### src/rtl/uart.sv
// uart -- full-duplex 8N1 serial transceiver.
//
// Purpose: bridges a byte-wide valid/ready interface to a pair of serial pins.
// The transmit and receive paths are fully independent. Each bit lasts
// CyclesPerBit = ClockFreq / BaudRate clocks (integer-truncated).
//
// Ports:
//   Clock         in   system clock, rising edge
//   Reset         in   asynchronous, active-high reset
//   DataIn[7:0]   in   byte to transmit
//   DataInValid   in   DataIn holds a byte to send
//   DataInReady   out  transmitter idle, will accept a byte
//   DataOut[7:0]  out  most recently received byte
//   DataOutValid  out  DataOut holds an unconsumed byte
//   DataOutReady  in   consumer takes DataOut
//   SIn           in   serial receive line, idle high
//   SOut          out  serial transmit line, idle high
//
// Build option: define UART_RX_SYNC_EN to pass SIn through a 2-flop
// synchronizer (reset to 1) before the receiver. All receive sampling points
// then move 2 cycles later. Leave it undefined when SIn is already synchronous.

module uart #(
    parameter int ClockFreq = 50_000_000,
    parameter int BaudRate  = 115_200
) (
    input  logic       Clock,
    input  logic       Reset,
    input  logic [7:0] DataIn,
    input  logic       DataInValid,
    output logic       DataInReady,
    output logic [7:0] DataOut,
    output logic       DataOutValid,
    input  logic       DataOutReady,
    input  logic       SIn,
    output logic       SOut
);

    localparam int CyclesPerBit = ClockFreq / BaudRate;
    localparam int HalfBit      = CyclesPerBit / 2;
    localparam int CntW         = $clog2(CyclesPerBit + 1);

    typedef logic [CntW-1:0] cnt_t;
    localparam cnt_t BitLast  = cnt_t'(CyclesPerBit - 1);
    localparam cnt_t HalfLast = cnt_t'(HalfBit - 1);
    localparam cnt_t CntOne   = cnt_t'(1);

    // ---------------------------------------------------------------- TX path
    logic       txBusy;
    cnt_t       txCnt;
    logic [3:0] txBitIdx;
    // The frame shifts out LSB first. Ones are shifted in behind it, so
    // txShift[0] is the line level directly and idles high.
    logic [9:0] txShift;

    always_ff @(posedge Clock or posedge Reset) begin
        if (Reset) begin
            txBusy   <= 1'b0;
            txCnt    <= '0;
            txBitIdx <= '0;
            txShift  <= '1;
        end else if (!txBusy) begin
            if (DataInValid) begin
                txBusy   <= 1'b1;
                txShift  <= {1'b1, DataIn, 1'b0};
                txCnt    <= '0;
                txBitIdx <= '0;
            end
        end else if (txCnt == BitLast) begin
            txCnt   <= '0;
            txShift <= {1'b1, txShift[9:1]};
            if (txBitIdx == 4'd9) begin
                txBusy <= 1'b0;
            end else begin
                txBitIdx <= txBitIdx + 4'd1;
            end
        end else begin
            txCnt <= txCnt + CntOne;
        end
    end

    assign DataInReady = ~txBusy;
    assign SOut        = txShift[0];

    // ---------------------------------------------------------------- RX input
    logic rxIn;

`ifdef UART_RX_SYNC_EN
    logic [1:0] rxSync;

    always_ff @(posedge Clock or posedge Reset) begin
        if (Reset) begin
            rxSync <= 2'b11;
        end else begin
            rxSync <= {rxSync[0], SIn};
        end
    end

    assign rxIn = rxSync[1];
`else
    assign rxIn = SIn;
`endif

    // ---------------------------------------------------------------- RX FSM
    typedef enum logic [1:0] {RxIdle, RxStart, RxData, RxStop} rxState_t;

    rxState_t   rxState, rxStateNext;
    cnt_t       rxCnt, rxCntNext;
    logic [2:0] rxBitIdx, rxBitIdxNext;
    logic [7:0] rxShift, rxShiftNext;
    logic       rxErr, rxErrNext;    // stop bit was 0; wait for the line to go high
    logic       rxDone;              // a well-formed byte is complete in rxShift

    always_ff @(posedge Clock or posedge Reset) begin
        if (Reset) begin
            rxState  <= RxIdle;
            rxCnt    <= '0;
            rxBitIdx <= '0;
            rxShift  <= '0;
            rxErr    <= 1'b0;
        end else begin
            rxState  <= rxStateNext;
            rxCnt    <= rxCntNext;
            rxBitIdx <= rxBitIdxNext;
            rxShift  <= rxShiftNext;
            rxErr    <= rxErrNext;
        end
    end

    always_comb begin
        rxStateNext  = rxState;
        rxCntNext    = rxCnt;
        rxBitIdxNext = rxBitIdx;
        rxShiftNext  = rxShift;
        rxErrNext    = rxErr;
        rxDone       = 1'b0;
        case (rxState)
            RxIdle: begin
                rxCntNext = '0;
                rxErrNext = 1'b0;
                if (!rxIn) rxStateNext = RxStart;
            end
            RxStart: begin
                // Half a bit in: still low means a real start bit, and every
                // later sample lands at mid-bit.
                if (rxCnt == HalfLast) begin
                    rxCntNext    = '0;
                    rxBitIdxNext = '0;
                    rxStateNext  = rxIn ? RxIdle : RxData;
                end else begin
                    rxCntNext = rxCnt + CntOne;
                end
            end
            RxData: begin
                if (rxCnt == BitLast) begin
                    rxCntNext   = '0;
                    rxShiftNext = {rxIn, rxShift[7:1]};
                    if (rxBitIdx == 3'd7) begin
                        rxStateNext = RxStop;
                    end else begin
                        rxBitIdxNext = rxBitIdx + 3'd1;
                    end
                end else begin
                    rxCntNext = rxCnt + CntOne;
                end
            end
            RxStop: begin
                if (rxErr) begin
                    if (rxIn) rxStateNext = RxIdle;
                end else if (rxCnt == BitLast) begin
                    if (rxIn) begin
                        rxDone      = 1'b1;
                        rxStateNext = RxIdle;
                    end else begin
                        rxErrNext = 1'b1;
                    end
                end else begin
                    rxCntNext = rxCnt + CntOne;
                end
            end
            default: rxStateNext = RxIdle;
        endcase
    end

    // ---------------------------------------------------------------- RX output
    // A byte that completes while the previous one is still unconsumed is
    // dropped, unless the consumer takes the old byte in the same cycle.
    always_ff @(posedge Clock or posedge Reset) begin
        if (Reset) begin
            DataOut      <= 8'h00;
            DataOutValid <= 1'b0;
        end else if (rxDone && (!DataOutValid || DataOutReady)) begin
            DataOut      <= rxShift;
            DataOutValid <= 1'b1;
        end else if (DataOutReady) begin
            DataOutValid <= 1'b0;
        end
    end

endmodule

### config.mk
export PLATFORM = sky130hd
export DESIGN_NAME = uart
export DESIGN_NICKNAME = d
export VERILOG_FILES = /design/src/rtl/uart.sv
export SDC_FILE = /design/constraint.sdc
export NUM_CORES = 1
export LEC_CHECK = 0
export ABC_AREA = 1
export CORE_UTILIZATION = 28
export CTS_CLUSTER_DIAMETER = 200
export DETAILED_ROUTE_END_ITERATION = 10
export PLACE_DENSITY = 0.47
export SYNTH_ARGS = -nofsm -noshare
export SYNTH_HDL_FRONTEND = slang
export SYNTH_SLANG_ARGS = --single-unit
### constraint.sdc
create_clock -name Clock -period 3.5 [get_ports Clock]
set_input_delay 0.525 -clock Clock [delete_from_list [all_inputs] [get_ports Clock]]
set_output_delay 0.525 -clock Clock [all_outputs]
set_load 0.03 [all_outputs]
Yosys cells after proc, flatten, opt, wreduce, memory -nomap -nowiden
Cells that the tools add are included.
- bits in latches: 0
- RAM bits: 0
- memories kept: 0
- output and inout port bits: 11
- register bits after elaboration: 56
- memory bits (read-only): 0
- logic and storage cells: 90
- reductions and logical operators: 14
- bitwise operators: 1
- multiply operators: 0
- div/mod/pow operators: 0
- muxes and demuxes: 42
- shift-type cells: 0
- $lt $le $gt $ge: 0
- add/sub/neg operators: 4
- equality and inequality tests: 18
- operators with widths (operator ; number):
    $mux 9 ; 7
    $pmux 9 s4 ; 1
    $mux 10 ; 3
    $add 9x1->9 const B ; 2
    $eq 9x9->1 const B ; 2
    $mux 2 ; 8
    $mux 4 ; 4
    $ne 2x2->1 const B ; 8
    $mux 1 ; 13
    $eq 9x8->1 const B ; 1
    $mux 3 ; 3
    $pmux 2 s4 ; 1
    $reduce_bool 2->1 ; 4
    $pmux 3 s2 ; 1
    $reduce_and 2->1 ; 3
    $reduce_and 5->1 ; 1
    $add 4x1->4 const B ; 1
    $eq 2x2->1 const B ; 2
    $eq 4x4->1 const B ; 1
    $reduce_and 4->1 ; 1
    $add 3x1->3 const B ; 1
    $eq 3x3->1 const B ; 1
    $ne 3x3->1 const B ; 1
    $reduce_and 3->1 ; 1
    other kinds (8) ; 8

Logic depth before layout (Yosys ltp)
Gate-level depths: netlist (run 1).
- depth in word-level cells: 6
- depth in mapped cells: 12
- depth with buffers taken out: 12

Least setup slack after synthesis (run 1)
No wires, ideal clock.
- kind: reg2reg
- start point: register rxCnt[1]
- end point: register DataOut[5]
- data required time: 3.381 ns
- arrival: 1.363 ns
- stages on the path, launching flop included: 11
- buffers on the path: 1
- slack: 2.019 ns
- cells stage by stage: dfrtp_1 > inv_1 > ha_1 > nand2_1 > nor2_2 > nand2_4 > inv_2 > nand3_4 > buf_6 > nand2_1 > o21ai_2
- longest elaborated chain between the ends: 5
- ends and longest elaborated chain (item ; line ; RTL):
    from (decl) ; 108 ; cnt_t rxCnt, rxCntNext;
    from (signal assigned) ; 123 ; rxCnt <= rxCntNext;
    $eq 9x9->1 ; 170 ; end else if (rxCnt == BitLast) begin
    $mux 1 ; 170 ;
    $mux 1 ; 168 ; if (rxErr) begin
    $mux 1 ; 137 ; case (rxState)
    $logic_and 1x1->1 ; 192 ; end else if (rxDone && (!DataOutValid || DataOutReady)) begin
    to (signal assigned) ; 193 ; DataOut <= rxShift;
    to (decl) ; 32 ; output logic [7:0] DataOut,
Every way passes these cells.
A chain may end at the register's enable or synchronous reset.

Worst setup path in the final report (run 1)
- start point: register txBusy
- end point: output DataInReady
- longest elaborated chain between the ends: 1
- ends and longest elaborated chain (item ; line ; RTL):
    from (decl) ; 49 ; logic txBusy;
    from (signal assigned) ; 58 ; txBusy <= 1'b0;
    from (signal assigned) ; 64 ; txBusy <= 1'b1;
    from (signal assigned) ; 73 ; txBusy <= 1'b0;
    $not 1->1 ; 82 ; assign DataInReady = ~txBusy;
    to (decl) ; 31 ; output logic DataInReady,
Every way passes these cells.

==> results of run 1 <==
==> routing by layer <==
metal	global-route usage, %	vias to the layer above
met5	0	-
met3	1.484	4
met2	17.76	29
li1	-	1190
met4	3.924	0
met1	15.08	1047
==> flip-flops by register name (all words and copies together), names as in the netlist, named ones only <==
name / flops
DataOutValid: 1
rxCnt: 9
txBitIdx: 4
rxErr: 1
txBusy: 1
rxBitIdx: 3
txShift: 9
rxShift: 8
txCnt: 9
DataOut: 8
rxState: 1
==> worst max-delay path, stage by stage (launching register included) <==
cell and delay [ps]:
dfrtp_1 530, inv_1 410, clkdlybuf4s50_1 760
==> kinds of logic (layout without fill, tap and decap cells) <==
group,after synthesis,after routing
and+or+nand+nor,164,164
AOI/OAI and AO/OA,62,62
DFF,55,55
adders and majority gates,14,14
xor gates and xnor gates,6,6
buffers and inverters,58,84
==> synthesized netlist by cell type (2+ instances only) <==
library cell and instances:
nand2_4 5, nor3_1 4, nand4_1 4, nand3_1 22
o21ai_0 38, xor2_1 4, inv_2 2, nor2_4 3
nand2_1 98, dfrtp_1 46, ha_1 14, o21ai_2 8
nand3b_1 2, xnor2_1 2, inv_1 48, a21oi_1 6
o21ai_1 4, nand2_2 3, nor2_2 2, o22ai_1 3
buf_6 4, dfstp_2 9, nor2_1 17, o31ai_1 2
==> how the worst min path moves through the flow <==
stage	to	slack (ps)	depth (start not counted)
after floorplan	txShift[6]	450	2
after global placement	txShift[6]	460	2
after detailed placement	txShift[6]	460	2
after CTS	txShift[6]	480	2
after global routing	txShift[4]	510	2
final	txShift[6]	470	2
==> through the flow <==
stage	instances	instance area, µm²	worst slack, ps
CTS	521	3476	931.8
detailed placement	513	3343	1306
finish	521	3476	968.3
global route	521	3476	858.7
floorplan	359	2990	1647
global placement	513	3343	1338
==> report_power, final <==
group | internal [mW] | total [mW] | switching [mW]
clock | 0.286 | 0.498 | 0.212
combinational | 0.170 | 0.447 | 0.277
sequential | 0.750 | 0.841 | 0.0909
total | 1.21 | 1.79 | 0.580
==> area by class of cell <==
type                       count  share of cell area, %
timing repair buffer          25                  7.055
clock inverter                 2                  1.728
tap                          136                  4.896
multi-input combinational    246                  38.73
clock buffer                   6                  2.088
sequential                    55                  39.92
inverter                      51                  5.580
==> results.sh, run 1 <==
export IMPL_die_area_um2=11100
export IMPL_core_area_um2=10320
export IMPL_crit_arrival_ps=2010
export IMPL_drt_initial_drc_count=141
export IMPL_ys_async_sr_fraction_pct=100.0
export IMPL_grt_pass1_vias=2231
export IMPL_die_h_um=105.3
export IMPL_required_ps=2970
export IMPL_timing_rr_start="rxState[0]"
export IMPL_setup_tns_ps=0
export IMPL_powerDensity_nw_per_um2=513.8
export IMPL_gp_congestion=0.7260
export IMPL_worstSkewPairLatency_ps=310
export IMPL_cts_tree="yes"
export IMPL_fin_total_pwr_mw=1.786
export IMPL_met1_length_mm=2.841
export IMPL_synth_edff_count=0
export IMPL_numClockSinks=55
export IMPL_rrSetupSlack_ps=1830
export IMPL_cts_buffer_depth=2
export IMPL_wl_met2_mm=2.471
export IMPL_min_period_over_period_pct=72.33
export IMPL_syn_nets=386
export IMPL_synth_area_um2=2990
export IMPL_syn_avg_cell_area_um2=8.330
export IMPL_dpl_hpwl_mm=4.057
export IMPL_cts_buffers=5
export IMPL_top_layer_used="met4"
export IMPL_post_drt_via_cell_ratio=4.357
export IMPL_drive_gt1_share_pct=11.95
export IMPL_syn_inst=359
export IMPL_routed_wl_mm=5.521
export IMPL_synth_distinct_cells=33
export IMPL_initial_core_util_pct=28.97
export IMPL_crit_path_start_kind="register"
export IMPL_nets=411
export IMPL_cap_violations=0
export IMPL_final_cell_mix="nand2_1, inv_1, dfrtp_1"
export IMPL_grt_ovfl_total=0
export IMPL_peakVddDrop_mv=0.1813
export IMPL_fmaxAchievable_mhz=395.0
export IMPL_fillers=1050
export IMPL_met3_length_um=139
export IMPL_hold_viol=0
export IMPL_finalMaxSlewViolations=0
export IMPL_synthAdderAreaFrac_pct=5.858
export IMPL_grt_usage_pct=11.02
export IMPL_yosys_register_bits=55
export IMPL_rows=37
export IMPL_cts_root_buf="clkbuf_8"
export IMPL_cts_repair_resized=0
export IMPL_area_growth_syn_to_layout_pct=16.23
export IMPL_synth_area_leader_cell="dfrtp_1"
export IMPL_grt_max_degree=26
export IMPL_port_buffers=23
export IMPL_crit_start="txBusy"
export IMPL_yosys_warnings=0
export IMPL_ys_seq_area_share_pct=46.40
export IMPL_slew_headroom_pct=66.26
export IMPL_min_path_type="register to register"
export IMPL_synth_top_family_by_area="simple AND/OR/NAND/NOR gates"
export IMPL_fin_util_pct=33.67
export IMPL_drc_errors=0
export IMPL_htreeDepth=2
export IMPL_p_leak_nw=1.596
export IMPL_dr_pass1_iters=4
export IMPL_tightestPinTransition_ps=505.3
export IMPL_r2r_end="rxBitIdx[0]"
export IMPL_final_common_cell="nand2_1"
export IMPL_post_cts_buffers=0
export IMPL_cts_hold_fix_buffers=0
export IMPL_end_kind="output pin"
export IMPL_status="complete, no violations"
export IMPL_path_class="register to output pin"
export IMPL_fin_skew_ps=7.774
export IMPL_antenna_found_initial=0
export IMPL_cp_max_fo=17
export IMPL_setup_viol=0
export IMPL_synth_xor_area_share_pct=1.757
export IMPL_multi_input_area_um2=1346
export IMPL_synthMuxAreaShare_pct=0
export IMPL_io_pins=24
export IMPL_period_needed_ps=2532
export IMPL_worst_r2r_path_depth=7
export IMPL_rsz0062_at_grt="no"
export IMPL_grt_pass1_wl_mm=10.11
export IMPL_seq_area_um2=1388
export IMPL_antenna_cells=0
export IMPL_synth_top_area_share_pct=38.49
export IMPL_ant_nets=0
export IMPL_crit_end="DataInReady"
export IMPL_ys_flop_type="dfrtp_1"
export IMPL_ys_top_cells_by_area="dfrtp_1, nand2_1, dfstp_2"
export IMPL_wl_per_cell_um=10.60
export IMPL_synthSimpleGateAreaFrac_pct=25.65
export IMPL_route_vias_total=2270
export IMPL_clk_pin_slew_ps=100
export IMPL_hold_start="txShift[6]"
export IMPL_hold_slack_ps=474.2
export IMPL_synth_compound_area_share_pct=11.76
export IMPL_die_w_um=105.3
No activity file was read; power rests on OpenSTA's default activity.
==> run 2, diff against run 1 <==
PLACE_DENSITY = 0.49   (was 0.47)
clock period = 2.06 ns   (was 3.5 ns; I/O delays follow)
==> run 2 against run 1 <==
Compared with the run above: setup slack got worse by 730 ps; critical path depth decreased by 1; combinational power increased by 71%; clock power increased by 17%; largest cell class unchanged.
==> results.sh, run 2 (synthesized netlist as in run 1, its figures left out) <==
export IMPL_cts_tree="yes"
export IMPL_cts_buffer_depth=2
export IMPL_antenna_found_initial=0
export IMPL_htreeDepth=2
export IMPL_dpl_cell_count=514
export IMPL_gp_congestion=0.7939
export IMPL_wl_per_cell_um=10.80
export IMPL_cts_buffers=5
export IMPL_route_vias_total=2270
export IMPL_cts_repair_resized=0
export IMPL_min_period_over_period_pct=88.48
export IMPL_r2r_end="rxBitIdx[0]"
export IMPL_dpl_hpwl_mm=4.027
export IMPL_cp_top_family="buffers and inverters"
export IMPL_rrSetupSlack_ps=340
export IMPL_initial_core_util_pct=28.97
export IMPL_port_buffers=23
export IMPL_drc_errors=0
export IMPL_peakVddDrop_mv=0.2352
export IMPL_slew_headroom_pct=74.10
export IMPL_instances_no_fill=522
export IMPL_fmaxAchievable_mhz=548.6
export IMPL_timing_rr_start="rxState[0]"
export IMPL_ant_nets=0
export IMPL_required_ps=1750
export IMPL_crit_arrival_ps=1510
export IMPL_path_class="register to output pin"
export IMPL_die_h_um=105.3
export IMPL_slowest_delay_ps=670
export IMPL_crit_chain="clkdlybuf4s50_1"
export IMPL_die_w_um=105.3
export IMPL_end_kind="output pin"
export IMPL_grt_ovfl_total=0
export IMPL_worst_path_stages=1
export IMPL_post_cts_buffers=0
export IMPL_cts_root_buf="clkbuf_8"
export IMPL_fin_skew_ps=5.303
export IMPL_grt_usage_pct=11.26
export IMPL_nets=412
export IMPL_tightestPinTransition_ps=388.5
export IMPL_clk_pin_slew_ps=90
export IMPL_area_growth_syn_to_layout_pct=15.27
export IMPL_grt_max_degree=56
export IMPL_antenna_cells=0
export IMPL_status="complete, no violations"
export IMPL_die_area_um2=11100
export IMPL_final_cell_mix="nand2_1, inv_1, dfrtp_1"
export IMPL_drive_gt1_share_pct=11.92
export IMPL_crit_path_start_kind="register"
export IMPL_final_common_cell="nand2_1"
export IMPL_p_leak_nw=1.579
export IMPL_setup_tns_ps=0
export IMPL_rows=37
export IMPL_period_needed_ps=1823
export IMPL_fillers=1085
export IMPL_post_drt_via_cell_ratio=4.349
export IMPL_cts_hold_fix_buffers=0
export IMPL_fin_total_pwr_mw=2.775
export IMPL_grt_pass1_vias=2304
export IMPL_cpMaxStageDelayCell="clkdlybuf4s50_1"
export IMPL_rsz0062_at_grt="no"
export IMPL_numClockSinks=55
export IMPL_worst_path_buf_inv=1
export IMPL_cap_violations=0
export IMPL_core_area_um2=10320
export IMPL_worst_r2r_path_depth=7
export IMPL_hold_viol=0
export IMPL_drt_initial_drc_count=119
export IMPL_setup_viol=0
export IMPL_worstSkewPairLatency_ps=300
export IMPL_powerDensity_nw_per_um2=805.0
export IMPL_finalMaxSlewViolations=0
export IMPL_grt_pass1_wl_mm=10.24
export IMPL_cp_max_fo=2
export IMPL_io_pins=24
export IMPL_routed_wl_mm=5.636
export IMPL_dr_pass1_iters=4
export IMPL_top_regs="rxCnt x9, txCnt x9, txShift x9"
export IMPL_min_path_type="primary input to async pin"
run 2: metrics by stage:
step | utilization [%] | hold WS (ps) | area, µm² | setup slack, ps
global placement | 32.58 | 456.1 | 3363 | 376.3
floorplan | - | 448.1 | 2990 | 423.0
global route | 33.39 | 381.6 | 3447 | 148.0
detailed placement | 32.58 | 465.7 | 3363 | 303.8
finish | 33.39 | 355.1 | 3447 | 237.3
CTS | 33.39 | 363.7 | 3447 | 209.4
run 2: layout make-up:
| type | instances | area [µm²] | share of cell area [%] |
|---|---|---|---|
| multi-input cells | 246 | 1346 | 39.06 |
| inverters | 51 | 193.9 | 5.626 |
| flip-flops and latches | 55 | 1388 | 40.25 |
| well taps | 136 | 170.2 | 4.936 |
| clock buffers | 7 | 76.32 | 2.214 |
| repair buffers | 26 | 265.3 | 7.695 |
| clock inverters | 1 | 7.507 | 0.2178 |
run 2: worst max path at each step:
| stage | end | from | slack, ps |
|---|---|---|---|
| finish | SOut | txShift[0] | 240 |
| CTS | SOut | txShift[0] | 210 |
| floorplan | DataOutValid | Reset | 420 |
| detailed placement | DataOut[5] | SIn | 300 |
| global placement | DataOut[6] | SIn | 380 |
| global route | DataInReady | txBusy | 150 |
run 2: metal layers:
layer | GRT usage (%) | share of wire (%) | wire length [µm] | up-vias
met5 | 0 | 0 | 0 | -
met2 | 19.83 | 46 | 2602 | 22
li1 | - | - | - | 1190
met3 | 1.917 | 2.3 | 129 | 7
met4 | 3.622 | 1.5 | 85 | 0
met1 | 13.91 | 50 | 2818 | 1051
run 2: power by group:
| group | switching [mW] | internal (mW) | total (mW) |
|---|---|---|---|
| combinational | 0.476 | 0.289 | 0.764 |
| sequential | 0.155 | 1.27 | 1.43 |
| clock | 0.340 | 0.242 | 0.582 |
| total | 0.971 | 1.80 | 2.77 |
==> run 3, diff against run 2 <==
CORE_UTILIZATION = 35   (was 28)
CTS_CLUSTER_DIAMETER = unset   (was 200)
PLACE_DENSITY = 0.57   (was 0.49)
==> run 3 against run 2 <==
Compared with the run above: sequential power hardly changed; fmax is 0.49% lower; non-clock buffer count stayed put; setup slack worse by 8.9 ps; largest power group unchanged.
==> results.sh, run 3 (synthesized netlist as in run 1, its figures left out) <==
export IMPL_p_sw_share_pct=33.01
export IMPL_nets=412
export IMPL_placed_area_um2=3324
export IMPL_cpMaxStageDelayCell="clkdlybuf4s50_1"
export IMPL_grt_usage_pct=14.22
export IMPL_cp_top_family="buffers and inverters"
export IMPL_antenna_found_initial=0
export IMPL_htreeDepth=2
export IMPL_period_needed_ps=1832
export IMPL_crit_path_start_kind="register"
export IMPL_route_vias_total=2285
export IMPL_grt_pass1_wl_mm=9.970
export IMPL_routed_wl_mm=5.614
export IMPL_intPower_mw=2.050
export IMPL_cts_hold_fix_buffers=0
export IMPL_setup_tns_ps=0
export IMPL_cts_buffers=5
export IMPL_cts_root_buf="clkbuf_8"
export IMPL_p_seq_share_pct=46.7
export IMPL_final_common_cell="nand2_1"
export IMPL_min_path_type="primary input to async pin"
export IMPL_gp_congestion=0.7860
export IMPL_ant_nets=0
export IMPL_clk_pin_slew_ps=110
export IMPL_io_pins=24
export IMPL_dr_pass1_iters=4
export IMPL_cts_buffer_depth=2
export IMPL_dpl_hpwl_mm=3.998
export IMPL_port_buffers=23
export IMPL_wl_per_cell_um=11.43
export IMPL_rsz0062_at_grt="no"
export IMPL_pre_cts_ws_ps=352.1
export IMPL_end_kind="output pin"
export IMPL_crit_chain="clkdlybuf4s50_1"
export IMPL_finalMaxSlewViolations=0
export IMPL_die_h_um=94.44
export IMPL_grt_ovfl_total=0
export IMPL_crit_arrival_ps=1520
export IMPL_setup_slack_ps=228.4
export IMPL_cts_repair_resized=0
export IMPL_slowest_delay_ps=660
export IMPL_antenna_cells=0
export IMPL_drc_errors=0
export IMPL_initial_core_util_pct=36.21
export IMPL_drt_initial_drc_count=98
export IMPL_die_area_um2=8918
export IMPL_fin_skew_ps=10.79
export IMPL_top_regs="rxCnt x9, txCnt x9, txShift x9"
export IMPL_fin_util_pct=41.91
export IMPL_area_growth_syn_to_layout_pct=15.73
export IMPL_min_period_over_period_pct=88.91
export IMPL_instances_no_fill=491
export IMPL_status="complete, no violations"
export IMPL_worst_path_buf_inv=1
export IMPL_drive_gt1_share_pct=12.44
export IMPL_die_w_um=94.44
export IMPL_cp_max_fo=2
export IMPL_worstSkewPairLatency_ps=320
export IMPL_setup_viol=0
export IMPL_fin_area_um2=3461
export IMPL_grt_max_degree=56
export IMPL_numClockSinks=55
export IMPL_final_cell_mix="nand2_1, inv_1, dfrtp_1"
export IMPL_path_class="register to output pin"
export IMPL_p_leak_nw=1.605
export IMPL_rows=33
export IMPL_dpl_cell_count=483
export IMPL_post_drt_via_cell_ratio=4.654
export IMPL_core_area_um2=8258
export IMPL_slew_headroom_pct=75.55
export IMPL_tightestPinTransition_ps=366.8
export IMPL_clkPwrFrac_pct=28.1
export IMPL_peakVddDrop_mv=0.2702
export IMPL_cap_violations=0
export IMPL_grt_pass1_vias=2244
export IMPL_cts_tree="yes"
export IMPL_powerDensity_nw_per_um2=884.0
export IMPL_hold_viol=0
export IMPL_p_switching_mw=1.010
export IMPL_required_ps=1750
export IMPL_fmaxAchievable_mhz=546.0
export IMPL_pwr_share_comb_pct=25.2
export IMPL_post_cts_buffers=0
-- run 3: layer usage --
layer	GRT usage, %	share of wire [%]	vias up
met5	0	0	-
met1	18.32	49	1054
met4	5.385	1.5	0
met3	1.932	2.7	6
li1	-	-	1195
met2	24.09	47	30
-- run 3: worst paths after layout --
kind	from	endpoint	slack, ps	depth (start not counted)
max in group asynchronous	Reset	txShift[2]	1410	3
min	Reset	txCnt[6]	350	3
min in group Clock	txShift[6]	txShift[6]	470	2
min reg2reg	txShift[6]	txShift[6]	470	2
max	txShift[0]	SOut	230	1
max reg2reg	rxState[0]	rxBitIdx[0]	380	7
-- run 3: power by group through the flow --
| stage | sequential [mW] | clock (mW) | combinational, mW |
|---|---|---|---|
| 4_1_cts | 1.43 | 0.889 | 0.779 |
| 6_report | 1.43 | 0.861 | 0.770 |
| 3_3_place_gp | 1.44 | 0 | 0.752 |
| 3_5_place_dp | 1.45 | 0 | 0.779 |
| 2_1_floorplan | 1.42 | 0 | 0.590 |
| 5_1_grt | 1.46 | 0.928 | 0.910 |
-- run 3: per-stage QoR --
step | power (mW) | hold slack (ps)
finish | 3.059 | 347.1
global route | 3.299 | 384.4
CTS | 3.095 | 356.1
detailed placement | 2.224 | 458.1
global placement | 2.191 | 458.3
floorplan | 2.009 | 448.1
-- run 3: layout make-up --
type / count / area (µm²)
timing repair buffer: 26 / 265.3
tap: 105 / 131.4
clock inverter: 3 / 67.56
clock buffer: 5 / 68.82
fill: 827 / 4797
multi-input combinational: 246 / 1346
inverter: 51 / 193.9
sequential: 55 / 1388
